==> src/rtl/mips_mode_ctrl.sv <==
// Run-mode sequencer for the mips32 pipeline: code (imem load) and execute (flush/run/drain/halt).
// Optional RUN watchdog enabled by defining MIPS_MODE_WDOG_EN.
module mips_mode_ctrl #(
  parameter int unsigned AW        = 10,
  parameter int unsigned FLUSH_CYC = 5,
  parameter int unsigned DRAIN_CYC = 4,
  parameter int unsigned WDOG_CYC  = 65535
) (
  input  logic          clk,
  input  logic          rst,
  input  logic          mode,
  input  logic          start,
  input  logic          ld_valid,
  input  logic [31:0]   ld_data,
  input  logic          ld_last,
  output logic          ld_ready,
  output logic          imem_we,
  output logic [AW-1:0] imem_addr,
  output logic [31:0]   imem_wdata,
  input  logic          hlt_id,
  output logic          pipe_en,
  output logic          pipe_flush,
  output logic          busy,
  output logic          done,
  output logic          err_ovf,
  output logic          err_wdog,
  output logic [AW:0]   prog_len,
  output logic [31:0]   cycle_cnt,
  output logic [2:0]    state
);

  localparam int unsigned FW = $clog2(FLUSH_CYC) + 1;
  localparam int unsigned DW = $clog2(DRAIN_CYC) + 1;
  localparam logic [AW:0] DEPTH = (AW+1)'(1) << AW;

  typedef enum logic [2:0] {
    S_IDLE   = 3'd0,
    S_LOAD   = 3'd1,
    S_FLUSH  = 3'd2,
    S_RUN    = 3'd3,
    S_DRAIN  = 3'd4,
    S_HALTED = 3'd5
  } state_t;

  state_t          state_q, state_d;
  logic [AW-1:0]   wr_ptr_q, wr_ptr_d;
  logic [AW:0]     prog_len_d;
  logic            err_ovf_d;
  logic [FW-1:0]   flush_cnt_q, flush_cnt_d;
  logic [DW-1:0]   drain_cnt_q, drain_cnt_d;
  logic [31:0]     cycle_cnt_d;
  logic            accept;

`ifdef MIPS_MODE_WDOG_EN
  localparam int unsigned WW = $clog2(WDOG_CYC + 1);
  logic [WW-1:0]   wdog_cnt_q, wdog_cnt_d;
  logic            err_wdog_d;
`endif

  // Write port is decoded straight from registered state and pointer.
  assign ld_ready   = (state_q == S_LOAD);
  assign accept     = ld_valid & ld_ready;
  assign imem_we    = accept;
  assign imem_addr  = wr_ptr_q;
  assign imem_wdata = ld_data;
  assign state      = 3'(state_q);

  always_comb begin
    state_d     = state_q;
    wr_ptr_d    = wr_ptr_q;
    prog_len_d  = prog_len;
    err_ovf_d   = err_ovf;
    flush_cnt_d = flush_cnt_q;
    drain_cnt_d = drain_cnt_q;
    cycle_cnt_d = cycle_cnt;
`ifdef MIPS_MODE_WDOG_EN
    wdog_cnt_d  = wdog_cnt_q;
    err_wdog_d  = err_wdog;
`endif

    case (state_q)
      S_IDLE: begin
        if (!mode) begin
          state_d   = S_LOAD;
          wr_ptr_d  = '0;
          err_ovf_d = 1'b0;
        end else if (start && (prog_len != '0)) begin
          state_d     = S_FLUSH;
          flush_cnt_d = FW'(FLUSH_CYC - 1);
          cycle_cnt_d = '0;
`ifdef MIPS_MODE_WDOG_EN
          wdog_cnt_d  = '0;
          err_wdog_d  = 1'b0;
`endif
        end
      end

      S_LOAD: begin
        if (accept) begin
          wr_ptr_d = wr_ptr_q + AW'(1);
          if (ld_last) begin
            prog_len_d = (AW+1)'(wr_ptr_q) + (AW+1)'(1);
            state_d    = S_IDLE;
          end else if (wr_ptr_q == {AW{1'b1}}) begin
            prog_len_d = DEPTH;
            err_ovf_d  = 1'b1;
            state_d    = S_IDLE;
          end
        end else if (mode) begin
          prog_len_d = (AW+1)'(wr_ptr_q);
          state_d    = S_IDLE;
        end
      end

      S_FLUSH: begin
        if (flush_cnt_q == '0) state_d = S_RUN;
        else                   flush_cnt_d = flush_cnt_q - FW'(1);
      end

      S_RUN: begin
        if (cycle_cnt != 32'hFFFF_FFFF) cycle_cnt_d = cycle_cnt + 32'd1;
        if (!mode) begin
          state_d = S_IDLE;
        end else if (hlt_id) begin
          state_d     = S_DRAIN;
          drain_cnt_d = DW'(DRAIN_CYC - 1);
        end
`ifdef MIPS_MODE_WDOG_EN
        else if (wdog_cnt_q == WW'(WDOG_CYC - 1)) begin
          state_d    = S_HALTED;
          err_wdog_d = 1'b1;
        end else begin
          wdog_cnt_d = wdog_cnt_q + WW'(1);
        end
`endif
      end

      S_DRAIN: begin
        if (cycle_cnt != 32'hFFFF_FFFF) cycle_cnt_d = cycle_cnt + 32'd1;
        if (drain_cnt_q == '0) state_d = S_HALTED;
        else                   drain_cnt_d = drain_cnt_q - DW'(1);
      end

      S_HALTED: begin
        if (!mode) begin
          state_d = S_IDLE;
        end else if (start) begin
          state_d     = S_FLUSH;
          flush_cnt_d = FW'(FLUSH_CYC - 1);
          cycle_cnt_d = '0;
`ifdef MIPS_MODE_WDOG_EN
          wdog_cnt_d  = '0;
          err_wdog_d  = 1'b0;
`endif
        end
      end

      default: state_d = S_IDLE;
    endcase
  end

  // Mode outputs are registered from the next state so they align with state.
  always_ff @(posedge clk or negedge rst) begin
    if (!rst) begin
      state_q     <= S_IDLE;
      wr_ptr_q    <= '0;
      prog_len    <= '0;
      err_ovf     <= 1'b0;
      flush_cnt_q <= '0;
      drain_cnt_q <= '0;
      cycle_cnt   <= '0;
      pipe_en     <= 1'b0;
      pipe_flush  <= 1'b1;
      busy        <= 1'b0;
      done        <= 1'b0;
    end else begin
      state_q     <= state_d;
      wr_ptr_q    <= wr_ptr_d;
      prog_len    <= prog_len_d;
      err_ovf     <= err_ovf_d;
      flush_cnt_q <= flush_cnt_d;
      drain_cnt_q <= drain_cnt_d;
      cycle_cnt   <= cycle_cnt_d;
      pipe_en     <= (state_d == S_RUN) || (state_d == S_DRAIN);
      pipe_flush  <= (state_d == S_IDLE) || (state_d == S_LOAD) || (state_d == S_FLUSH);
      busy        <= (state_d != S_IDLE) && (state_d != S_HALTED);
      done        <= (state_d == S_HALTED);
    end
  end

`ifdef MIPS_MODE_WDOG_EN
  always_ff @(posedge clk or negedge rst) begin
    if (!rst) begin
      wdog_cnt_q <= '0;
      err_wdog   <= 1'b0;
    end else begin
      wdog_cnt_q <= wdog_cnt_d;
      err_wdog   <= err_wdog_d;
    end
  end
`else
  assign err_wdog = 1'b0;
`endif

endmodule
==> config.mk <==
export PLATFORM = sky130hd
export DESIGN_NAME = mips_mode_ctrl
export DESIGN_NICKNAME = d
export VERILOG_FILES = /design/src/rtl/mips_mode_ctrl.sv
export SDC_FILE = /design/constraint.sdc
export NUM_CORES = 1
export LEC_CHECK = 0
export ABC_AREA = 1
export CAP_MARGIN = 20
export CORE_MARGIN = 2
export CORE_UTILIZATION = 40
export DETAILED_ROUTE_END_ITERATION = 7
export GPL_ROUTABILITY_DRIVEN = 1
export GPL_TIMING_DRIVEN = 0
export PLACE_DENSITY = 0.71
export SYNTH_ARGS = -nofsm -noshare
export SYNTH_HDL_FRONTEND = slang
export SYNTH_SLANG_ARGS = --single-unit
==> constraint.sdc <==
create_clock -name clk -period 2.3 [get_ports clk]
set_clock_uncertainty 0.1 [all_clocks]
set_input_delay 0.46 -clock clk [delete_from_list [all_inputs] [get_ports clk]]
set_output_delay 0.46 -clock clk [all_outputs]
set_load 0.02 [all_outputs]
**Yosys cells after proc, flatten, opt, wreduce, memory -nomap -nowiden**

Index checks and enable logic that the tools add are counted.

- Equal/unequal tests: 27
- Add/sub/neg operators: 5
- Reduce and logical (&&, ||, !) cells: 23
- Muxes and demuxes: 41
- Bitwise logic cells: 1

Operators by type and width:

| kind | count |
|---|---|
| 32-bit 2-to-1 mux | 5 |
| 32-bit one-hot mux with 3 select lines | 1 |
| 3-bit 2-to-1 mux | 15 |
| 11-bit 2-to-1 mux | 4 |
| 32-bit by 1-bit adder with 32-bit output, second input constant | 1 |
| 32-bit != test, second input constant | 1 |
| 10-bit 2-to-1 mux | 2 |
| 4-bit 2-to-1 mux | 5 |
| 2-bit != test, second input constant | 10 |
| 10-bit one-hot mux with 2 select lines | 1 |
| 3-bit one-hot mux with 6 select lines | 1 |
| 3-bit by 2-bit == test with 1-bit output, second input constant | 4 |
| 3-bit == test, second input constant | 4 |
| 4-bit one-hot mux with 3 select lines | 1 |
| 6-bit AND reduction | 2 |
| 10-bit by 1-bit adder with 11-bit output, second input constant | 1 |
| 11-bit nonzero test | 1 |
| 10-bit by 1-bit adder with 10-bit output, second input constant | 1 |
| 10-bit == test, second input constant | 1 |
| 3-bit zero test | 3 |
| 3-bit nonzero test | 3 |
| 3-bit by 1-bit == test with 1-bit output, second input constant | 2 |
| 2-bit by 1-bit != test with 1-bit output, second input constant | 3 |
| 3-bit one-hot mux with 2 select lines | 1 |
| other kinds (15) | 24 |

- Flip-flop bits (word level): 68
- Output and inout bits: 96
- Logic and storage cells: 108
- Input bits: 39

**Logic depth before layout (Yosys ltp)**

- Word-level depth: 8
- Mapped depth: 12

**Worst setup path after synthesis**

No wires, ideal clock.

- Path type: reg2reg
- Start: register cycle_cnt[0]
- End: register cycle_cnt[17]
- Arrival time: 1.787 ns
- Cell stages (with the launch flop): 12
- Clock period less this slack: 2.004 ns
- Path slack: 0.296 ns
- Data required time: 2.082 ns
- Path through: dfrtp_1 > ha_1 > nand2_1 > nor2_4 > nand2_1 > nor2_1 > nand3_1 > o21ai_2 > nor2_4 > buf_4 > nand2_1 > nand2_1

- Word-level cells in the longest chain between the ends: 3
- Elaborated cells on any way between the ends: 6
- Classes of those cells: add/sub (1); eq/ne (2); mux (2); reduce/logical (1)

RTL lines:

| item | line | RTL |
|---|---|---|
| from (decl) | 28 | `output logic [31:0] cycle_cnt,` |
| from (signal assigned) | 183 | `cycle_cnt <= cycle_cnt_d;` |
| 32-bit by 1-bit adder with 32-bit output / 32-bit != test (equally long branches) | 121, 139 |  |
| 32-bit 2-to-1 mux / 2-bit by 1-bit != test with 1-bit output (equally long branches) | - |  |
| 32-bit one-hot mux with 3 select lines / 6-bit AND reduction (equally long branches) | - |  |

Several ways; a longest one is shown, not always the timed one. The select of a mux whose other input is x is not followed.
A chain may end at the register's enable or synchronous reset.

**Worst setup path in the final report**

- Start: register cycle_cnt[0]
- End: register cycle_cnt[13]

The elaborated chain is that of the path after synthesis.

==> results.cfg <==
[outcome]
status = finished clean

[synth]
synth_seq_cells = 68
netlist_instances = 657
ys_seq_area_frac = 0.377
synth_edf_count = 0
yosysWarningCount = 0
synth-async-reset-ratio = 1.00
yosysTopAreaCell = dfrtp_1
synth_top_area_frac = 0.371
netlist_top_cells_area = dfrtp_1 37%, nand2_1 20%, nor2_1 7.7%
ys_types = 37
syn_nets = 701
synth_ff_type = dfrtp_1
syn_area_mm2 = 0.00452
syn_area_per_cell_um2 = 6.88

[cts]
clkTransAtPathRegs_ps = 60
holdBufCountCts = 0
numCtsBuffers = 9
cts_max_path_buffers = 2
clkSinkCount = 68
htreeDepth = 3
clock_latency_ps = 340
clockRootBuffer = clkbuf_16
cts_tree = done

[place]
io_buffers = 101
gp_congestion = 0.960
hpwl_um = 8990

[floorplan]
die_y_um = 110
start_util = 0.413
die_width_um = 110
dieArea_mm2 = 0.0122
coreArea_mm2 = 0.0109
ios = 135
rows = 38

[sta]
timing.hold.ws_ps = 128
setup_viol = 0
worstMarginPinSlew_ps = 858
final_hold_viol_count = 0
maxSlewViolCount = 0
slew_headroom = 0.428
min_period_ps = 2180
period_share = 0.946
max_freq_ghz = 0.460

[worst_setup_path]
cp_data_required_time_ps = 2480
critPathLaunchType = flop
crit_family = simple AND/OR/NAND/NOR gates
arrival_ps = 2350
worstReg2RegStart = cycle_cnt[0]
worstSetupPathType = reg2reg
crit_chain = ha_1, nand2_1, nor2_4, nand2_1, nor2_2, nand3_1, o21ai_2, inv_2, nand2_4, buf_6, nand2_1, nand2_1
crit_fanout = 10
timing.critical_path.from = cycle_cnt[0]
cp-end-kind = flop
max_stage_delay_ps = 430
slowest_stage = dfrtp_2
path_common_cell = nand2_1
cp_num_buf_inv = 2

[route]
wirelength_um = 11900
wl_per_cell_um = 12.9
dr.pass1.iters = 4
vias = 4447
post-route-drc-count = 0
via_per_inst = 4.85
drtIter0Drc = 174
ant_nets = 0

[layout]
fin_nets = 816
post-route-util = 0.551
n_antenna_cell = 0
final_cell_mix = 237 x nand2_1, 98 x clkdlybuf4s50_1, 92 x nor2_1
drive_gt1_frac = 0.136
final_common_cell = nand2_1
area_growth_pct = 33.3

[power_and_ir_drop]
cellPowerDensity_mw_per_mm2 = 865
leakage_nw = 2.76
p_sw_frac = 0.416
clock_power_share = 0.270
worst_ir_drop_vdd_mv = 0.586
power.internal_w = 0.00304
p_seq_frac = 0.295
power.switching_w = 0.00217
combPwrFrac = 0.435

[global_routing]
antenna_found_initial = 0
grtUsageTotal = 0.206
grt_pass1_vias = 4239
grt_overflow = 0
grt_pass1_wl_um = 19600
grt_max_degree = 69

[worst_hold_path]
hold_path.class = in2async

[job]
drv_cap = 0
-- registers in the layout, summed over array words and instances (netlist names) --
register and count:
busy 1, pipe_en 1, done 1, cycle_cnt 32, err_ovf 1, pipe_flush 1, flush_cnt_q 4, state 3
prog_len 11, drain_cnt_q 3, imem_addr 10
-- Yosys cell counts, types with 5 or more instances --
library cell and n:
buf_4 35, nor2_1 93, o21ai_0 13, nand3_1 40, o22ai_1 8, xnor2_1 6, or2_2 6, o21ai_2 5
nand2_1 237, nor3_1 9, nand4_1 7, buf_6 5, inv_2 5, ha_1 5, dfrtp_1 67, inv_1 54
xor2_1 7, nand2_2 11, a21oi_1 14
-- layer usage --
metal  vias to the layer above  share of wire  track usage  wire [µm]
li1                       2259              -            -          -
met1                      2024           0.43        0.255       5090
met2                       142           0.49        0.358       5820
met3                        22          0.064       0.0494        764
met4                         0          0.015       0.0589        178
met5                         -              0            0          0
-- worst reg2reg max path, stage by stage (launching register included) --
cell	delay, ps
dfrtp_2	430
ha_1	240
nand2_1	140
nor2_4	200
nand2_1	110
nor2_2	170
nand3_1	120
o21ai_2	120
inv_2	70
nand2_4	110
buf_6	180
nand2_1	80
nand2_1	60
-- final timing paths --
check	to	slack, ps	cells after the start
max	cycle_cnt[13]	120	12
min in group clk	flush_cnt_q[1]	380	2
min reg2reg	flush_cnt_q[1]	380	2
max reg2reg	cycle_cnt[13]	120	12
min	cycle_cnt[4]	130	1
max in group asynchronous	state[1]	1350	1
-- cell type report --
type,instances,area (µm²)
clock buffer,9,225
tap,140,175
multi-input combinational,485,2260
buffer,43,330
inverter,61,231
fill,1025,4910
timing repair buffer,104,1020
sequential,68,1710
clock inverter,7,76.3
-- power by group through the flow --
stage | clock network [W] | registers (W) | logic (W)
after global placement | 0 | 0.00155 | 0.00221
after global routing | 0.00149 | 0.00156 | 0.00249
after CTS | 0.00143 | 0.00154 | 0.00227
after detailed placement | 0 | 0.00155 | 0.00227
after floorplan | 0 | 0.00165 | 0.00141
final | 0.00141 | 0.00154 | 0.00227
-- kinds of logic (layout without fill, tap and decap cells) --
family | count (synthesis) | after routing | synth area share
xor+xnor | 13 | 13 | 0.0252
simple gates | 420 | 420 | 0.396
flops | 68 | 68 | 0.377
other cells | 1 | 1 | 0.000830
buf+inv | 104 | 224 | 0.124
compound gates | 46 | 46 | 0.0626
fa+ha+maj | 5 | 5 | 0.0138
-- repair_timing --
action | 4_1_cts | 5_1_grt
gates resized for setup | 3 | 4
endpoints found under the setup margin | 2 | 31
pin swaps | 0 | 1
buffers inserted | 0 | 3
hold endpoints to repair | 0 | 0
-- metrics by stage --
stage               instances  setup TNS [ps]  cell area (µm²)  total power, W  worst slack [ps]
detailed placement        898            -130             5700         0.00382              -130
finish                    917               0             6030         0.00521               125
floorplan                 657               0             4520         0.00307               296
global placement          898         -111490             5710         0.00376             -1650
global route              917           -24.1             6030         0.00554             -12.2
CTS                       914               0             6000         0.00524             0.956
(Power assumes the default switching activity.)
